File: src/rtl/rally_pkg.sv
// Shared encodings for the rally scorer: FSM states, ball direction, serve and winner codes.
package rally_pkg;

    typedef enum logic [1:0] {
        ST_IDLE      = 2'd0,
        ST_RALLY     = 2'd1,
        ST_POINT     = 2'd2,
        ST_GAME_OVER = 2'd3
    } state_t;

    localparam logic [1:0] DIR_IDLE  = 2'b00;
    localparam logic [1:0] DIR_LEFT  = 2'b01;
    localparam logic [1:0] DIR_RIGHT = 2'b10;

    localparam logic [1:0] SERVE_NONE  = 2'b00;
    localparam logic [1:0] SERVE_RIGHT = 2'b01;
    localparam logic [1:0] SERVE_LEFT  = 2'b10;

    localparam logic [1:0] WIN_NONE  = 2'b00;
    localparam logic [1:0] WIN_RIGHT = 2'b01;
    localparam logic [1:0] WIN_LEFT  = 2'b10;

    // Scores stick at 15 rather than wrapping back to 0.
    function automatic logic [3:0] sat_inc(input logic [3:0] v);
        return (v == 4'hF) ? v : v + 4'd1;
    endfunction

endpackage

File: src/rtl/rally_scorer_miss_detect.sv
// Flags a missed return: the ball is moving but no court LED is lit.
module miss_detect
    import rally_pkg::*;
(
    input  logic [1:0]  direction,
    input  logic [15:0] light,
    output logic        miss_left,
    output logic        miss_right
);

    logic off_court;

    assign off_court  = (light == 16'h0000);
    assign miss_left  = off_court && (direction == DIR_LEFT);
    assign miss_right = off_court && (direction == DIR_RIGHT);

endmodule

File: src/rtl/rally_scorer.sv
// Point/game scoring FSM sitting downstream of the ball stage; issues serves and tracks rally_best.
// Define RALLY_SCORER_DEUCE_EN to require a two-point lead (with deuce fold-back) to win a game.
module rally_scorer
    import rally_pkg::*;
#(
    parameter int WIN_POINTS  = 7,
    parameter int HOLD_CYCLES = 4
) (
    input  logic        clock,
    input  logic        reset,
    input  logic        start,
    input  logic [1:0]  direction,
    input  logic [15:0] light,
    input  logic [2:0]  hitnum,
    output logic [1:0]  serve,
    output logic [3:0]  score_left,
    output logic [3:0]  score_right,
    output logic [1:0]  winner,
    output logic        game_over,
    output logic        point_flash,
    output logic [2:0]  rally_best
);

    localparam int              CW        = (HOLD_CYCLES > 1) ? $clog2(HOLD_CYCLES) : 1;
    localparam logic [CW-1:0]   HOLD_LAST = CW'(HOLD_CYCLES - 1);
    localparam logic [3:0]      WIN4      = 4'(WIN_POINTS);

    state_t        state;
    logic [CW-1:0] hold_cnt;
    logic          last_right;
    logic          miss_left;
    logic          miss_right;

    // Candidate scores if the right (rp_*) or left (lp_*) player takes the point.
    logic [3:0] rp_left, rp_right, lp_left, lp_right;
    logic       left_wins, right_wins;
    logic [2:0] best_next;

    miss_detect u_miss_detect (
        .direction  (direction),
        .light      (light),
        .miss_left  (miss_left),
        .miss_right (miss_right)
    );

    // NOTE: every signal assigned here gets a default first, so no latch is inferred.
    always_comb begin
        rp_left  = score_left;
        rp_right = sat_inc(score_right);
        lp_left  = sat_inc(score_left);
        lp_right = score_right;
`ifdef RALLY_SCORER_DEUCE_EN
        if (rp_left == WIN4 && rp_right == WIN4) begin
            rp_left  = WIN4 - 4'd1;
            rp_right = WIN4 - 4'd1;
        end
        if (lp_left == WIN4 && lp_right == WIN4) begin
            lp_left  = WIN4 - 4'd1;
            lp_right = WIN4 - 4'd1;
        end
        left_wins  = (score_left >= WIN4) &&
                     ({1'b0, score_left} >= {1'b0, score_right} + 5'd2);
        right_wins = (score_right >= WIN4) &&
                     ({1'b0, score_right} >= {1'b0, score_left} + 5'd2);
`else
        left_wins  = (score_left >= WIN4);
        right_wins = (score_right >= WIN4);
`endif
        best_next = (hitnum > rally_best) ? hitnum : rally_best;
    end

    assign game_over   = (state == ST_GAME_OVER);
    assign point_flash = (state == ST_POINT);

    // NOTE: sequential state uses non-blocking assignments only, so every register sees pre-edge values.
    always_ff @(posedge clock) begin
        if (!reset) begin
            state       <= ST_IDLE;
            serve       <= SERVE_NONE;
            score_left  <= 4'd0;
            score_right <= 4'd0;
            winner      <= WIN_NONE;
            rally_best  <= 3'd0;
            hold_cnt    <= '0;
            last_right  <= 1'b0;
        end else begin
            serve <= SERVE_NONE;
            case (state)
                ST_IDLE, ST_GAME_OVER: begin
                    if (start) begin
                        score_left  <= 4'd0;
                        score_right <= 4'd0;
                        rally_best  <= 3'd0;
                        winner      <= WIN_NONE;
                        hold_cnt    <= '0;
                        serve       <= SERVE_RIGHT;
                        state       <= ST_RALLY;
                    end
                end
                ST_RALLY: begin
                    if (miss_left) begin
                        score_left  <= rp_left;
                        score_right <= rp_right;
                        rally_best  <= best_next;
                        last_right  <= 1'b1;
                        hold_cnt    <= '0;
                        state       <= ST_POINT;
                    end else if (miss_right) begin
                        score_left  <= lp_left;
                        score_right <= lp_right;
                        rally_best  <= best_next;
                        last_right  <= 1'b0;
                        hold_cnt    <= '0;
                        state       <= ST_POINT;
                    end
                end
                ST_POINT: begin
                    if (hold_cnt == HOLD_LAST) begin
                        hold_cnt <= '0;
                        if (left_wins) begin
                            winner <= WIN_LEFT;
                            state  <= ST_GAME_OVER;
                        end else if (right_wins) begin
                            winner <= WIN_RIGHT;
                            state  <= ST_GAME_OVER;
                        end else begin
                            serve <= last_right ? SERVE_RIGHT : SERVE_LEFT;
                            state <= ST_RALLY;
                        end
                    end else begin
                        hold_cnt <= hold_cnt + 1'b1;
                    end
                end
                default: state <= ST_IDLE;
            endcase
        end
    end

endmodule

File: config.mk
export PLATFORM = sky130hd
export DESIGN_NAME = rally_scorer
export DESIGN_NICKNAME = d
export VERILOG_FILES = /design/src/rtl/rally_pkg.sv /design/src/rtl/rally_scorer_miss_detect.sv /design/src/rtl/rally_scorer.sv
export SDC_FILE = /design/constraint.sdc
export NUM_CORES = 1
export LEC_CHECK = 0
export CAP_MARGIN = 10
export CORE_ASPECT_RATIO = 1.4
export CORE_MARGIN = 1.5
export CORE_UTILIZATION = 51
export CTS_BUF_LIST = sky130_fd_sc_hd__clkbuf_4 sky130_fd_sc_hd__clkbuf_8
export CTS_CLUSTER_SIZE = 12
export DETAILED_ROUTE_END_ITERATION = 10
export PLACE_DENSITY_LB_ADDON = 0.2
export SLEW_MARGIN = 20
export SYNTH_ARGS = -nofsm -noshare
export SYNTH_HDL_FRONTEND = slang
export SYNTH_SLANG_ARGS = --single-unit
export TNS_END_PERCENT = 10
File: constraint.sdc
create_clock -name clock -period 4.8 [get_ports clock]
set_clock_uncertainty 0.05 [all_clocks]
set_input_delay 0.96 -clock clock [delete_from_list [all_inputs] [get_ports clock]]
set_output_delay 0.96 -clock clock [all_outputs]
set_load 0.02 [all_outputs]
==> results of run 1 <==
[synthesized netlist by cell type (all sizes together)]
cell type   n
dfxtp      20
nand4       2
and4        1
and3        2
mux2i       3
inv         8
nand3b      3
o21a        1
nand4b      1
ha          9
xnor2       1
nand3      17
a31o        1
or3b        1
nor4        6
a21oi      12
clkbuf      3
nand2b      4
nand2       8
or3         1
nor3b       2
a311o       1
o221a       1
and2        3
nor2        4
a21o        4
nor3        7
a41o        1
a2111oi     1
nor2b       2
a22o        3
o21ai       4
o22ai       1
a31oi       3
nor4b       1
[power groups by stage]
| stage | clock, mW | sequential (mW) | combinational [mW] |
|---|---|---|---|
| floorplan | 0 | 0.175 | 0.0467 |
| global placement | 0 | 0.174 | 0.0833 |
| detailed placement | 0 | 0.175 | 0.0863 |
| CTS | 0.104 | 0.171 | 0.0866 |
| global route | 0.113 | 0.171 | 0.0942 |
| finish | 0.104 | 0.171 | 0.0871 |
[state kept, by name (all words and copies together) (netlist names)]
name / count
serve: 2
hold_cnt: 2
score_left: 4
winner: 2
rally_best: 3
state: 2
score_right: 4
last_right: 1
[critical path: stages, from the launching register on]
cell	delay, ns
dfxtp_1	0.36
inv_1	0.08
ha_1	0.28
clkdlybuf4s50_1	0.65
[worst max path at each step]
stage | startpoint | end | slack [ns] | depth (start not counted)
finish | state[0] | point_flash | 2.11 | 3
global route | state[0] | point_flash | 2.04 | 3
CTS | state[0] | point_flash | 2.12 | 3
detailed placement | light[2] | score_right[0] | 1.87 | 6
global placement | light[2] | score_right[0] | 1.91 | 6
floorplan | light[9] | score_right[0] | 2.44 | 5
[routing by layer]
metal	GRT usage (%)	vias up
met5	0	-
met4	8.40	0
met3	4.05	4
met2	45.1	49
met1	25.6	598
li1	-	621
[cell type report]
type                    instances  share of cell area (%)
multi-input cells             111                    48.0
clock buffers                   4                    2.11
repair buffers                 40                    23.3
well taps                      23                    1.67
flip-flops and latches         20                    23.3
inverters                       8                    1.74
[kinds of logic after synthesis]
logic type                 count (synthesis)  share of synthesized area (%)
muxes                                      3                           2.37
buffers and inverters                     11                           3.26
DFF                                       20                           31.6
AOI/OAI and AO/OA                         33                           17.2
adders and majority gates                  9                           8.88
and+or+nand+nor                           65                           36.0
xor gates and xnor gates                   1                          0.691
[stage by stage]
step / setup slack [ns] / instances / total power [mW] / hold slack [ns]
4_1_cts: 2.12 / 206 / 0.362 / 0.434
3_3_place_gp: 1.91 / 202 / 0.258 / 0.396
5_1_grt: 2.04 / 206 / 0.379 / 0.466
3_5_place_dp: 1.87 / 202 / 0.261 / 0.416
6_report: 2.11 / 206 / 0.362 / 0.430
2_1_floorplan: 2.44 / 142 / 0.222 / 0.372
==> impl_metrics.ini, run 1 <==
[global_route]
grt_pass1_wl_mm = 4.96
grt_pass1_vias = 1177
grt_max_degree = 19
grt_overflow = 0
antenna_found_initial = 0
grt_util_all_layers_pct = 23.7

[logic_synthesis]
synthDistinctLibCells = 37
yosysTopAreaCellShare_pct = 31.6
synth-seq-area-share_pct = 31.6
synthCells = 142
syn_nets = 175
synth_area_per_cell_sq_um = 8.93
ys.warnings.count = 0
synth_area_leaders = dfxtp_1, ha_1, nor4_4
yosysTopAreaCell = dfxtp_1
synth.ff_latch_count = 20
netlist_area_sq_um = 1270

[clock_tree]
htreeDepth = 1
post_cts_buffers = 0
post_cts_resized = 0
cts_max_path_buffers = 2
clkTransAtPathRegs_ns = 0.12
cts_sinks = 20
numCtsBuffers = 3
cts_tree = done
root_buffer = clkbuf_4
cts_hold_buf = 0
worstSkewPairLatency_ns = 0.31

[power]
p_switching_uw = 110
p_comb_share_pct = 24.1
p_leak_nw = 0.664
powerDensity_nw_per_um2 = 210
pwr-share-clk_pct = 28.7
switching_share_pct = 30.3
power_frac_seq_pct = 47.2
ir_drop_mv = 0.128
power.internal_uw = 252

[routing]
drc = 0
first_pass_iters = 4
highest_layer = met4
wl_met2_mm = 1.66
wl_per_cell_um = 14.8
wl_met1_mm = 1.17
viasPerCell = 6.17
vias = 1272
ant_nets = 0
drt_first_iter_violations = 31
routed_wl_mm = 3.05
route.met3.wl_um = 187

[min_path]
hold-path-endpoint = serve[1]
whs_path_depth = 1
min_from = last_right
hold_path_class = flop to flop

[cells_and_area]
regArea_sq_um = 400
nFillCells = 188
final_util_pct = 72.8
area_growth_pct = 35.8
antenna_cells = 0
final_cell_mix = clkdlybuf4s50_1, dfxtp_1, nand3_1, a21oi_1, ha_1
multi_input_area_sq_um = 826
final_common_cell = clkdlybuf4s50_1
layout-drive-gt1-share_pct = 8.20
nets = 217
design_area_sq_um = 1720

[setup_path]
cp-end-kind = output port
r2r-end = score_right[0]
critPathArrivalTime_ns = 1.68
reg2regPathDepth = 6
start_kind = flop
critical_path_class = flop to output port
worstPathMaxFanout = 8
r2r_start = state[0]
r2r_slack_ns = 2.54
critPathRequiredTime_ns = 3.79

[timing]
setup_tns_ns = 0
post-route-period-util_pct = 56.0
final_hold_viol_count = 0
relSlewSlack_pct = 56.5
worst_pin_slew_ns = 0.650
drv_slew = 0
period_needed_ns = 2.69
grt_setup_unrepaired = false
fmax_ghz = 0.372
setup_viol = 0

[run]
max_cap_violations = 0

[status]
status = completed

[placement]
gp_congestion = 0.797
place_area_sq_um = 1690
portBuffers = 40
dp.final_hpwl_mm = 2.41

[floorplanning]
die_x_um = 45.1
num_rows = 21
initial_utilization_pct = 53.6
io_pins = 41
die-height_um = 62.0
die-area_sq_um = 2800
core_sq_um = 2360
Power figures use the tool's default switching activity.
==> run 2, diff against run 1 <==
CORE_UTILIZATION = 47   (was 51)
clock period = 2.7 ns   (was 4.8 ns; I/O delays follow)
==> impl_metrics.ini, run 2 (same netlist as run 1, synthesis figures left out) <==
[status]
status = completed

[placement]
portBuffers = 40
dp.final_hpwl_mm = 2.58
gp_congestion = 0.805
place_worst_setup_slack_ns = 0.147

[setup_path]
max_stage_delay_ns = 0.65
start_kind = flop
critPathTopFamily = buffers and inverters
critPathRequiredTime_ns = 2.11
critical_path_class = flop to output port
cp-end-kind = output port
worstPathMaxFanout = 8
crit_slowest_cell = clkdlybuf4s50_1
crit_buf_inv = 1
crit_chain = ha_1 > clkdlybuf4s50_1
critPathArrivalTime_ns = 1.69

[timing]
setup_tns_ns = 0
setup_viol = 0
relSlewSlack_pct = 71.4
post-route-period-util_pct = 84.3
fmax_ghz = 0.439
finalWorstSetupSlack_ns = 0.424
drv_slew = 0
final_hold_viol_count = 0
period_needed_ns = 2.28
worst_pin_slew_ns = 0.425
grt_setup_unrepaired = false

[power]
p_leak_nw = 0.686
p_total_uw = 716
ir_drop_mv = 0.278
powerDensity_nw_per_um2 = 403

[global_route]
grt_pass1_vias = 1316
grt_max_degree = 13
grt_pass1_wl_mm = 5.43
grt_util_all_layers_pct = 24.3
grt_overflow = 0
antenna_found_initial = 0

[routing]
first_pass_iters = 4
viasPerCell = 5.85
drc = 0
vias = 1299
drt_first_iter_violations = 25
wl_per_cell_um = 14.8
ant_nets = 0
routed_wl_mm = 3.29

[cells_and_area]
layout-drive-gt1-share_pct = 9.68
area_growth_pct = 40.2
largest_registers = score_left: 4 flops, score_right: 4 flops, rally_best: 3 flops
nets = 220
final_common_cell = clkdlybuf4s50_1
antenna_cells = 0
final_cell_mix = clkdlybuf4s50_1, dfxtp_1, nand3_1, a21oi_1, ha_1

[floorplanning]
die-height_um = 64.4
io_pins = 41
initial_utilization_pct = 49.0
core_sq_um = 2590
num_rows = 22
die_x_um = 46.9
die-area_sq_um = 3020

[min_path]
hold_path_class = flop to flop

[clock_tree]
cts_tree = done
root_buffer = clkbuf_4
post_cts_resized = 0
cts_max_path_buffers = 2
htreeDepth = 1
clkTransAtPathRegs_ns = 0.13
post_cts_buffers = 0
cts_hold_buf = 0
cts_sinks = 20
worstSkewPairLatency_ns = 0.31
numCtsBuffers = 3

[run]
max_cap_violations = 0
==> run 2: metrics by stage <==
| step | area, sq um | hold WS (ns) | util (%) | std cells |
|---|---|---|---|---|
| floorplan | 1270 | 0.372 | - | 142 |
| global placement | 1720 | 0.396 | 66.6 | 218 |
| detailed placement | 1720 | 0.407 | 66.6 | 218 |
| CTS | 1780 | 0.423 | 68.7 | 222 |
| global route | 1780 | 0.454 | 68.7 | 222 |
| finish | 1780 | 0.413 | 68.7 | 222 |
==> run 2: worst paths after layout <==
path / start / endpoint / slack (ns) / depth (start not counted)
setup / recovery: state[1] / point_flash / 0.42 / 2
hold / removal: last_right / serve[1] / 0.41 / 1
setup reg to reg: state[1] / score_right[0] / 0.58 / 7
hold reg to reg: last_right / serve[1] / 0.41 / 1
==> run 2: cell type report <==
| cell class | count | area, sq um |
|---|---|---|
| multi-input cells | 111 | 826 |
| fillers | 224 | 811 |
| repair buffers | 43 | 423 |
| flip-flops and latches | 20 | 400 |
| well taps | 36 | 45.0 |
| clock inverters | 1 | 30.0 |
| inverters | 8 | 30.0 |
| clock buffers | 3 | 22.5 |
==> run 2: routing by layer <==
metal,vias to the layer above,share of wire (%),GRT usage [%]
met5,-,0,0
met2,57,55,44.5
li1,619,-,-
met1,611,36,24.2
met4,0,2.4,10.8
met3,12,6.2,5.57
==> run 2: report_power, final <==
group / switching (mW) / leakage (nW) / internal, mW
sequential: 0.00402 / 0.162 / 0.300
clock: 0.101 / 0.0279 / 0.150
combinational: 0.0900 / 0.496 / 0.0710
==> run 3, diff against run 2 <==
CORE_UTILIZATION = 43   (was 47)
clock period = 1.94 ns   (was 2.7 ns; I/O delays follow)
==> impl_metrics.ini, run 3 (same netlist as run 1, synthesis figures left out) <==
[timing]
post-route-period-util_pct = 98.7
worst_pin_slew_ns = 0.387
final_hold_viol_count = 0
relSlewSlack_pct = 74.0
setup_viol = 0
setup_tns_ns = 0
fmax_ghz = 0.522
whs_ns = 0.404
period_needed_ns = 1.91
drv_slew = 0

[setup_path]
max_stage_delay_ns = 0.36
critPathLaunch = state[0]
crit_slowest_cell = or3_4
r2r_start = state[0]
crit_chain = inv_2 > ha_4 > mux2i_2 > a31o_1 > or3_4 > and3_4 > o21a_1
cp-end-kind = flop
critPathRequiredTime_ns = 2.05
reg2regPathDepth = 7
worstPathMaxFanout = 5
critical_path_class = flop to flop
r2r-end = score_right[0]
start_kind = flop
r2r_slack_ns = 0.03
critPathArrivalTime_ns = 2.02

[power]
p_leak_nw = 0.851
powerDensity_nw_per_um2 = 525
ir_drop_mv = 0.353

[global_route]
grt_overflow = 0
grt_pass1_vias = 1364
grt_max_degree = 17
antenna_found_initial = 0
grt_pass1_wl_mm = 5.87
grt_util_all_layers_pct = 23.2

[run]
max_cap_violations = 0

[cells_and_area]
final_cell_mix = clkdlybuf4s50_1, buf_4, dfxtp_1, nand3_1, a21oi_1
antenna_cells = 0
design_area_sq_um = 2010
largest_registers = score_left: 4 flops, score_right: 4 flops, rally_best: 3 flops
area_growth_pct = 58.3
layout-drive-gt1-share_pct = 24.2
nets = 241

[clock_tree]
cts_sinks = 20
numCtsBuffers = 3
clkTransAtPathRegs_ns = 0.08
htreeDepth = 1
worstSkewPairLatency_ns = 0.26
root_buffer = clkbuf_8
cts_tree = done
cts_hold_buf = 0
cts_max_path_buffers = 2

[floorplanning]
core_sq_um = 2850
initial_utilization_pct = 44.5
io_pins = 41
die_x_um = 48.9
die-area_sq_um = 3290
die-height_um = 67.2
num_rows = 23

[routing]
ant_nets = 0
drt_first_iter_violations = 25
first_pass_iters = 4
drc = 0
viasPerCell = 5.69
routed_wl_mm = 3.79
vias = 1389
wl_per_cell_um = 15.5

[min_path]
whs_path_depth = 1
hold_path_class = flop to flop
hold-path-endpoint = serve[1]
min_from = last_right

[placement]
portBuffers = 40
gp_congestion = 0.845
dp.final_hpwl_mm = 2.77
place_area_sq_um = 1870

[status]
status = completed
==> run 3: cell types whose count changed in the layout (fill, tap and decap cells not counted), moves of 3 or more <==
cell	before	now
buf_4	3	23
clkdlybuf4s50_1	40	23
dlygate4sd2_1	0	9
clkbuf_8	0	4
dlymetal6s2s_1	0	4
clkbuf_4	3	0
clkdlybuf4s15_1	0	3
==> run 3: power breakdown <==
| group | switching [mW] | internal, mW | total, mW | leakage [nW] |
|---|---|---|---|---|
| Clock | 0.144 | 0.181 | 0.324 | 0.0288 |
| Combinational | 0.158 | 0.147 | 0.306 | 0.660 |
| Sequential | 0.00560 | 0.418 | 0.423 | 0.162 |
| Total | 0.307 | 0.745 | 1.05 | 0.851 |
==> run 3: per-layer routing <==
metal / wire, um / vias up / global-route usage [%] / share of wire [%]
li1: - / 662 / - / -
met1: 1400 / 670 / 23.4 / 37
met2: 2110 / 46 / 47.4 / 56
met3: 160 / 11 / 2.88 / 4.2
met4: 119 / 0 / 10.0 / 3.1
met5: 0 / - / 0 / 0
==> run 3: cell type report <==
class	count	area (sq um)
multi-input cells	111	895
fillers	211	842
repair buffers	64	578
flip-flops and latches	20	403
clock buffers	4	55.1
well taps	37	46.3
inverters	8	30.0
==> run 3: worst max-delay path by stage <==
stage                                end
after floorplan           score_right[0]
after global placement    score_right[0]
after detailed placement  score_right[3]
after CTS                 score_right[0]
after global routing      score_right[0]
final                     score_right[0]
==> run 3: per-stage QoR <==
step / total power, mW / utilization [%] / worst slack [ns] / cells
after floorplan: 0.556 / - / 0.0485 / 142
after global placement: 0.699 / 65.5 / -0.331 / 236
after detailed placement: 0.705 / 65.5 / -0.447 / 236
after CTS: 1.02 / 67.7 / 0.0149 / 240
after global routing: 1.09 / 70.4 / -0.0307 / 244
final: 1.05 / 70.4 / 0.0261 / 244
==> run 3: worst max-delay path, delay by kind of cell, from the launching register on <==
kind / cells / cell delay (ns)
adders and majority gates: 1 / 0.23
and+or+nand+nor: 2 / 0.54
DFF: 1 / 0.35
buffers and inverters: 1 / 0.05
AOI/OAI and AO/OA: 2 / 0.42
muxes: 1 / 0.17
==> run 3: timing repair <==
item / CTS / global route
setup buffers: 0 / 4
resized for setup: 19 / 19
pin swaps: 9 / 9
setup endpoints to repair: 9 / 11
